<file path="src/rtl/alu_seq_if.sv">
// Request/response bundle between the control unit and the sequential ALU.
// Signal names keep the _i/_o direction as seen from the ALU (slave) side.
interface alu_seq_if #(
    parameter int WIDTH = 8
);
    logic             start_i;
    logic [3:0]       op_i;
    logic [WIDTH-1:0] x_i;
    logic [WIDTH-1:0] y_i;
    logic             busy_o;
    logic             done_o;
    logic [WIDTH-1:0] r_o;
    logic [3:0]       flags_o;

    modport master (
        output start_i, op_i, x_i, y_i,
        input  busy_o, done_o, r_o, flags_o
    );

    modport slave (
        input  start_i, op_i, x_i, y_i,
        output busy_o, done_o, r_o, flags_o
    );
endinterface

</file>
<file path="src/rtl/alu_seq.sv">
// Registered ALU with a start/busy/done handshake: single-cycle arithmetic/logic ops
// and an optional WIDTH-cycle shift-add multiplier. Result and flags hold until the next op.
module alu_seq #(
    parameter int WIDTH  = 8,
    parameter bit MUL_EN = 1'b1
) (
    input  logic      clk_i,
    input  logic      rst_i,
    alu_seq_if.slave  bus
);
    localparam int CW = $clog2(WIDTH);
    localparam int M  = WIDTH - 1;

    typedef enum logic {
        S_IDLE,
        S_MUL
    } state_e;

    typedef enum logic [3:0] {
        OP_ADD = 4'h0,
        OP_SUB = 4'h1,
        OP_LDA = 4'h2,
        OP_AND = 4'h3,
        OP_OR  = 4'h4,
        OP_XOR = 4'h5,
        OP_NOT = 4'h6,
        OP_LDI = 4'h7,
        OP_SHL = 4'h8,
        OP_SHR = 4'h9,
        OP_MUL = 4'hA
    } op_e;

    state_e             state_q, state_d;
    logic [WIDTH-1:0]   r_q, r_d;
    logic [3:0]         flags_q, flags_d;
    logic               done_q, done_d;
    logic [CW-1:0]      cnt_q, cnt_d;
    logic [2*WIDTH-1:0] mcand_q, mcand_d;
    logic [WIDTH-1:0]   mplier_q, mplier_d;
    logic [2*WIDTH-1:0] acc_q, acc_d;

    logic [WIDTH-1:0]   alu_r;
    logic               alu_c, alu_v, alu_legal, is_mul;
    logic [WIDTH:0]     sum, diff;
    logic [2*WIDTH-1:0] acc_step;

    // flags_o bit order: [3]=V [2]=N [1]=C [0]=Z
    function automatic logic [3:0] mk_flags(logic [WIDTH-1:0] r, logic c, logic v);
        return {v, r[M], c, (r == '0)};
    endfunction

    always_comb begin
        // NOTE: every variable gets a default first so no path through the case can infer a latch.
        sum       = {1'b0, bus.x_i} + {1'b0, bus.y_i};
        diff      = {1'b0, bus.x_i} - {1'b0, bus.y_i};
        alu_r     = '0;
        alu_c     = 1'b0;
        alu_v     = 1'b0;
        alu_legal = 1'b1;
        is_mul    = 1'b0;
        case (bus.op_i)
            OP_ADD: begin
                alu_r = sum[M:0];
                alu_c = sum[WIDTH];
                alu_v = (bus.x_i[M] == bus.y_i[M]) && (sum[M] != bus.x_i[M]);
            end
            OP_SUB: begin
                alu_r = diff[M:0];
                alu_c = diff[WIDTH];
                alu_v = (bus.x_i[M] != bus.y_i[M]) && (diff[M] != bus.x_i[M]);
            end
            OP_LDA, OP_LDI: alu_r = bus.y_i;
            OP_AND: alu_r = bus.x_i & bus.y_i;
            OP_OR:  alu_r = bus.x_i | bus.y_i;
            OP_XOR: alu_r = bus.x_i ^ bus.y_i;
            OP_NOT: alu_r = ~bus.x_i;
            OP_SHL: begin
                alu_r = {bus.x_i[M-1:0], 1'b0};
                alu_c = bus.x_i[M];
            end
            OP_SHR: begin
                alu_r = {1'b0, bus.x_i[M:1]};
                alu_c = bus.x_i[0];
            end
            OP_MUL: begin
                alu_legal = 1'b0;
                is_mul    = MUL_EN;
            end
            default: alu_legal = 1'b0;
        endcase
    end

    assign acc_step = acc_q + (mplier_q[0] ? mcand_q : '0);

    always_comb begin
        state_d  = state_q;
        r_d      = r_q;
        flags_d  = flags_q;
        done_d   = 1'b0;
        cnt_d    = cnt_q;
        mcand_d  = mcand_q;
        mplier_d = mplier_q;
        acc_d    = acc_q;
        case (state_q)
            S_IDLE: begin
                if (bus.start_i) begin
                    if (is_mul) begin
                        acc_d    = '0;
                        mcand_d  = {{WIDTH{1'b0}}, bus.x_i};
                        mplier_d = bus.y_i;
                        cnt_d    = '0;
                        state_d  = S_MUL;
                    end else begin
                        // Illegal opcodes still pulse done so the controller never stalls.
                        done_d = 1'b1;
                        if (alu_legal) begin
                            r_d     = alu_r;
                            flags_d = mk_flags(alu_r, alu_c, alu_v);
                        end
                    end
                end
            end
            S_MUL: begin
                acc_d    = acc_step;
                mcand_d  = {mcand_q[2*WIDTH-2:0], 1'b0};
                mplier_d = {1'b0, mplier_q[M:1]};
                cnt_d    = cnt_q + 1'b1;
                if (cnt_q == CW'(WIDTH - 1)) begin
                    r_d     = acc_step[M:0];
                    flags_d = mk_flags(acc_step[M:0], |acc_step[2*WIDTH-1:WIDTH], 1'b0);
                    done_d  = 1'b1;
                    state_d = S_IDLE;
                end
            end
            default: state_d = S_IDLE;
        endcase
    end

    // NOTE: state registers use non-blocking assignments so every flop samples pre-edge values.
    always_ff @(posedge clk_i) begin
        if (rst_i) begin
            state_q  <= S_IDLE;
            r_q      <= '0;
            flags_q  <= '0;
            done_q   <= 1'b0;
            cnt_q    <= '0;
            mcand_q  <= '0;
            mplier_q <= '0;
            acc_q    <= '0;
        end else begin
            state_q  <= state_d;
            r_q      <= r_d;
            flags_q  <= flags_d;
            done_q   <= done_d;
            cnt_q    <= cnt_d;
            mcand_q  <= mcand_d;
            mplier_q <= mplier_d;
            acc_q    <= acc_d;
        end
    end

    assign bus.r_o     = r_q;
    assign bus.flags_o = flags_q;
    assign bus.done_o  = done_q;
    assign bus.busy_o  = (state_q == S_MUL);
endmodule
</file>
<file path="src/flat_wrapper.sv">
// flat-port wrapper written by rule: the top's interface ports become plain ports
module alu_seq_flat 
#(
    parameter int WIDTH  = 8,
    parameter bit MUL_EN = 1'b1
)
  (clk_i, rst_i, bus_start_i, bus_op_i, bus_x_i, bus_y_i, bus_busy_o, bus_done_o, bus_r_o, bus_flags_o);
  alu_seq_if #(.WIDTH(WIDTH)) bus_i ();
  input  logic clk_i;
  input  logic rst_i;
  input wire logic [$bits(bus_i.start_i)-1:0] bus_start_i;
  input wire logic [$bits(bus_i.op_i)-1:0] bus_op_i;
  input wire logic [$bits(bus_i.x_i)-1:0] bus_x_i;
  input wire logic [$bits(bus_i.y_i)-1:0] bus_y_i;
  output wire logic [$bits(bus_i.busy_o)-1:0] bus_busy_o;
  output wire logic [$bits(bus_i.done_o)-1:0] bus_done_o;
  output wire logic [$bits(bus_i.r_o)-1:0] bus_r_o;
  output wire logic [$bits(bus_i.flags_o)-1:0] bus_flags_o;
  assign bus_i.start_i = bus_start_i;
  assign bus_i.op_i = bus_op_i;
  assign bus_i.x_i = bus_x_i;
  assign bus_i.y_i = bus_y_i;
  assign bus_busy_o = bus_i.busy_o;
  assign bus_done_o = bus_i.done_o;
  assign bus_r_o = bus_i.r_o;
  assign bus_flags_o = bus_i.flags_o;
  alu_seq #(.WIDTH(WIDTH), .MUL_EN(MUL_EN)) u_core (.clk_i(clk_i), .rst_i(rst_i), .bus(bus_i));
endmodule
</file>
<file path="config.mk">
export PLATFORM = sky130hd
export DESIGN_NAME = alu_seq_flat
export DESIGN_NICKNAME = d
export VERILOG_FILES = /design/src/rtl/alu_seq_if.sv /design/src/rtl/alu_seq.sv /design/src/flat_wrapper.sv
export SDC_FILE = /design/constraint.sdc
export NUM_CORES = 1
export LEC_CHECK = 0
export BUFFER_PORTS_ARGS = -buffer_cell sky130_fd_sc_hd__buf_2
export CORE_AREA = 2 2 70 138
export DETAILED_ROUTE_END_ITERATION = 7
export DIE_AREA = 0 0 72 140
export PLACE_DENSITY = 0.74
export SLEW_MARGIN = 20
export SYNTH_ARGS = -nofsm -noshare
export SYNTH_HDL_FRONTEND = slang
export SYNTH_SLANG_ARGS = --single-unit
</file>
<file path="constraint.sdc">
create_clock -name clk_i -period 5.4 [get_ports clk_i]
set_input_delay 0.54 -clock clk_i [delete_from_list [all_inputs] [get_ports clk_i]]
set_output_delay 0.54 -clock clk_i [all_outputs]
set_load 0.02 [all_outputs]
</file>
After elaboration in Yosys (flattened, before gate mapping). Cells that the tools add are included.

Register bits after elaboration: 57. Output and inout port bits: 14. Logic and storage cells: 83.

Add/sub/neg operators: 4. Eq/ne operators: 20. Multiplexer cells: 36. Bitwise operators: 5. Reduce and logical (&&, ||, !) cells: 10.

Operator list (number): $mux W16 (5); $pmux W8 S9 (1); $pmux W16 S2 (2); $mux W8 (6); $pmux W8 S2 (2); $add A16 B16 Y16 (1); $eq A4 B3 Y1 const B (4); $logic_not A8 Y1 (2); $mux W4 (4); $eq A4 B4 Y1 const B (3); $reduce_or A10 Y1 (1); $add A8 B8 Y9 (1); $sub A8 B8 Y9 (1); $and A8 B8 Y8 (1); $eq A4 B2 Y1 const B (2); $mux W1 (8); $not A8 Y8 (1); $or A8 B8 Y8 (1); $pmux W4 S2 (1); $reduce_or A8 Y1 (1); $xor A8 B8 Y8 (1); $mux W3 (2); $ne A2 B2 Y1 const B (3); $pmux W1 S2 (3); other kinds (14) (18).

Depth between registers and ports, before layout.
Depth after elaboration: 8. Mapped depth: 12.

Worst setup path after synthesis. Ideal clock, no wire load.

Path type: reg-to-reg. Start: register u_core.mplier_q[0]. End: register u_core.flags_q[1] (netlist: u_core.bus.flags_o[1]). Library setup time: 0.132 ns. Arrival time: 2.575 ns. Data required time: 5.268 ns. Path slack: 2.693 ns. Cell stages (with the launch flop): 12. Period minus slack after synthesis: 2.707 ns. Path through: dfxtp_1 > and2_1 > ha_1 > fa_1 > a211oi_1 > o21bai_1 > a221o_1 > a21oi_1 > a21oi_1 > xor2_1 > nor4_1 > o32ai_1.

Word-level cells in the longest chain between the ends: 5.

Ends and longest elaborated chain: start, declared (RTL line alu_seq.sv:39) `logic [WIDTH-1:0] mplier_q, mplier_d;`; start signal, assigned (RTL line alu_seq.sv:157) `mplier_q <= mplier_d;`; $mux W16 (RTL line alu_seq.sv:93) `assign acc_step = acc_q + (mplier_q[0] ? mcand_q : '0);`; $add A16 B16 Y16 (RTL line alu_seq.sv:93); $reduce_or A8 Y1 (RTL line alu_seq.sv:130) `flags_d = mk_flags(acc_step[M:0], |acc_step[2*WIDTH-1:WIDTH], 1'b0);`; $mux W4 (RTL line alu_seq.sv:128) `if (cnt_q == CW'(WIDTH - 1)) begin`; $pmux W4 S2 (RTL line alu_seq.sv:104) `case (state_q)`; end signal, assigned (RTL line alu_seq.sv:153) `flags_q <= flags_d;`; end, declared (RTL line alu_seq.sv:35) `logic [3:0] flags_q, flags_d;`.

No other way between the ends. The select of a mux whose other input is x is not followed. A chain may end at the register's enable or synchronous reset.

Worst setup path in the final report. Same ends and word-level chain as after synthesis.

==> metrics.md <==
| Metric | Value |
|---|---|
| Logic pwr share | `21.9%` |
| Post-place setup slack | `2.175 ns` |
| FF-to-FF setup slack | `2.05 ns` |
| Drt initial violations | `354` |
| P per Cell Area | `206.9 mW/mm^2` |
| Root Driver | `clkbuf_16` |
| Final TNS setup | `0 ns` |
| R2R cell count | `11` |
| Hold Buf Count CTS | `0` |
| WP depth | `11` |
| Syn Nets | `614` |
| Starting Density | `48.67%` |
| Crit Path Class | `register to register` |
| Worst Setup End Kind | `register` |
| Sw Ratio | `29.38%` |
| Mapped cell area | `0.004387 sq mm` |
| DP Wirelength | `9986 microns` |
| Worst VDD drop | `0.2837 mV` |
| RSZ-0062 raised after global routing | `false` |
| Worst r2r src | `u_core.mplier_q[0]` |
| Vias per cell | `6.516` |
| TritonCTS clock tree | `yes` |
| Worst Max-Slew Pin Slew | `1.079 ns` |
| Worst skew pair latency | `0.29 ns` |
| Leakage | `2.006 nW` |
| Vias in the first global route | `4,262` |
| Flop pwr share | `43.7%` |
| Critical-path cell list | `and2_1 -> ha_1 -> fa_1 -> a211oi_1 -> o21bai_1 -> a221o_1 -> a21oi_1 -> a21oi_1 -> xor2_1 -> nor4_1 -> o32ai_1` |
| Synth Warn # | `0` |
| Final Slew Violations | `0` |
| DR vias | `4,281` |
| Post-route cell area | `0.004715 sq mm` |
| Clk network pwr share | `34.4%` |
| Worst Hold Class | `register to register` |
| Max-cap violations | `0` |
| Yosys top cell area share | `25.56%` |
| Fin nets | `622` |
| Row Count | `49` |
| Start point of the critical path | `u_core.mplier_q[0]` |
| Critical path peak fanout | `17` |
| Shortest period the worst path allows | `3.354 ns` |
| Core Area | `0.009012 sq mm` |
| Top Family by Delay on Critical Path | `compound AO/OA/AOI/OAI gates` |
| Critical Path AT | `3.49 ns` |
| Distinct cells, synth | `68` |
| Largest cells by area after synthesis | `dfxtp_1 (26%), ha_1 (12%), nor2_1 (5.4%), a21oi_1 (4.4%), a22oi_1 (3.9%)` |
| Worst Skew | `0.007123 ns` |
| Most Frequent Cell on Critical Path | `a21oi_1` |
| GP Congestion | `0.9779` |
| Dominant synthesized flop cell | `dfxtp_1` |
| CP required | `5.54 ns` |
| Proportion of layout cells with a drive suffix above 1 | `10.63%` |
| Routed Antenna Nets | `0` |
| Global-route usage over all layers | `27.07%` |
| First-pass GRT wire length | `21,240 microns` |
| Die height | `140 microns` |
| Die area | `0.01008 sq mm` |
| Biggest area consumer among synthesized cells | `dfxtp_1` |
| CP max stage delay | `0.48 ns` |
| Max transition margin | `27.90%` |
| Antenna fix cells | `0` |
| Ys async rst share | `0%` |
| Post-Syn Area per Cell | `8.020 sq um` |
| Crit path max-delay cell type | `dfxtp_1` |
| Setup crit start kind | `register` |
| Int Pwr | `689.0 uW` |
| Final Cycle Share | `62.11%` |
| Largest net degree at the start of global routing | `60` |
| Area growth syn-to-layout | `7.473%` |
| DR WL/cell | `20.22 microns` |
| Total CTS buffers | `5` |
| NetSw | `286.7 uW` |
| RR Endpoint | `u_core.bus.flags_o[1]` |
| Reg clk slew, reported paths | `0.07 ns` |
| H-tree depth | `2` |
| DRT Wirelength | `13,280 microns` |
| Sink Count | `56` |
| Post-CTS Setup Inserts | `0` |
| Antenna violations before repair | `0` |
| Status | `complete, no violations` |
| Slack of the critical path | `2.046 ns` |
| Syn Inst Count | `547` |
| Fmax | `298.2 MHz` |
| Pre-antenna DRT Iters | `5` |
| Final setup vio count | `0` |
| Buf+Inv Stages, Crit Path | `0` |
| Post-cts sizing count | `0` |
| Remaining Overflow, GRT | `0` |
| Register area share after synthesis | `25.56%` |
| Max clock buf depth | `2` |
| Post-route DRC | `0` |
| Critical Path Sink | `u_core.bus.flags_o[1]` |
| DP Area | `0.004562 sq mm` |
| Hold Vio Cnt, Final | `0` |
| Buffers on Ports | `36` |
| Design Power | `975.6 uW` |
| Num ports | `37` |
| Post-synth EDFFs | `0` |
| Synth Register Bits | `56` |
| Chip Width | `72 microns` |
==> state kept, by name, indices dropped and copies added, names as in the netlist <==
| register | cells |
|---|---|
| u_core.acc_q | 16 |
| u_core.mcand_q | 16 |
| u_core.mplier_q | 8 |
| u_core.bus.r_o | 7 |
| u_core.bus.flags_o | 4 |
| u_core.cnt_q | 3 |
| u_core.bus.busy_o | 1 |
| u_core.bus.done_o | 1 |
==> stage by stage <==
stage | util [%] | hold WS (ns) | instances
after global placement | 50.62 | 0.4378 | 650
after CTS | 52.31 | 0.4610 | 657
after detailed placement | 50.62 | 0.4512 | 650
after floorplan | - | 0.4400 | 547
final | 52.31 | 0.4598 | 657
after global routing | 52.31 | 0.4783 | 657
==> how the worst min path moves through the flow <==
| stage | startpoint | end | depth (start not counted) |
|---|---|---|---|
| floorplan | u_core.acc_q[12] | u_core.acc_q[12] | 2 |
| global placement | u_core.bus.flags_o[3] | u_core.bus.flags_o[3] | 2 |
| detailed placement | u_core.bus.r_o[0] | u_core.bus.r_o[0] | 2 |
| CTS | u_core.bus.r_o[2] | u_core.bus.r_o[2] | 2 |
| global route | u_core.bus.flags_o[3] | u_core.bus.flags_o[3] | 2 |
| finish | u_core.bus.flags_o[3] | u_core.bus.flags_o[3] | 2 |
==> synth_stat cells, drive strengths merged (3+ instances only) <==
library cell,count
a211oi,11
a21o,10
a21oi,39
a221o,4
a221oi,6
a222oi,14
a22oi,23
a311oi,3
a31oi,6
and2,17
buf,18
clkbuf,20
dfxtp,56
fa,3
ha,41
inv,27
mux2i,3
nand2,39
nand2b,10
nand3,8
nor2,63
nor2b,6
nor3,5
nor3b,3
nor4,6
o211a,4
o211ai,10
o21a,4
o21ai,20
o21bai,6
o221ai,3
or3,6
xnor2,12
xor2,4
==> metal layers <==
metal  wire length [microns]  track usage [%]  vias to the layer above
li1                        -                -                     2045
met3                     500            2.950                       53
met2                    7193            49.90                      163
met5                       0                0                        -
met1                    4605            27.14                     2020
met4                     985            18.77                        0
==> tightest hold or removal path, delay by kind of cell, from the launching register on <==
family             cells  cell delay (ns)
DFF                    1             0.31
and+or+nand+nor        1             0.05
AOI/OAI and AO/OA      1             0.05
==> power groups by stage <==
stage | clock, mW | sequential (mW) | combinational, mW
2_1_floorplan | 0 | 0.442 | 0.136
3_3_place_gp | 0 | 0.436 | 0.208
3_5_place_dp | 0 | 0.436 | 0.210
4_1_cts | 0.343 | 0.426 | 0.211
5_1_grt | 0.359 | 0.427 | 0.231
6_report | 0.336 | 0.426 | 0.214
==> final cells by class <==
class                      instances  area, sq um
clock buffer                       7        152.6
fill                             884         4298
inverter                          27        101.3
multi-input combinational        426         3008
sequential                        56         1122
tap                              102        127.6
timing repair buffer              39        202.7
==> layout by cell type, fill, tap and decap left out, types with 6 or more instances in the layout <==
master and instances:
nor2_1 63, dfxtp_1 55, ha_1 41, nand2_1 39, a21oi_1 38, buf_2 36, inv_1 27, a22oi_1 23
o21ai_0 17, and2_1 16, a222oi_1 14, xnor2_1 11, nand2b_1 10, a21o_1 10, o211ai_1 10, a211oi_1 9
nand3_1 8, nor2b_1 6, or3_1 6, o21bai_1 6, nor4_1 6, a31oi_1 6
==> kinds of logic after synthesis <==
| family | count (synthesis) | share of synthesized area [%] |
|---|---|---|
| compound gates | 186 | 31.29 |
| xor+xnor | 16 | 3.366 |
| fa+ha+maj | 44 | 13.06 |
| buf+inv | 65 | 6.132 |
| flops | 56 | 25.56 |
| mux | 3 | 0.6846 |
| simple gates | 177 | 19.91 |
No activity file was read; power rests on OpenSTA's default activity.
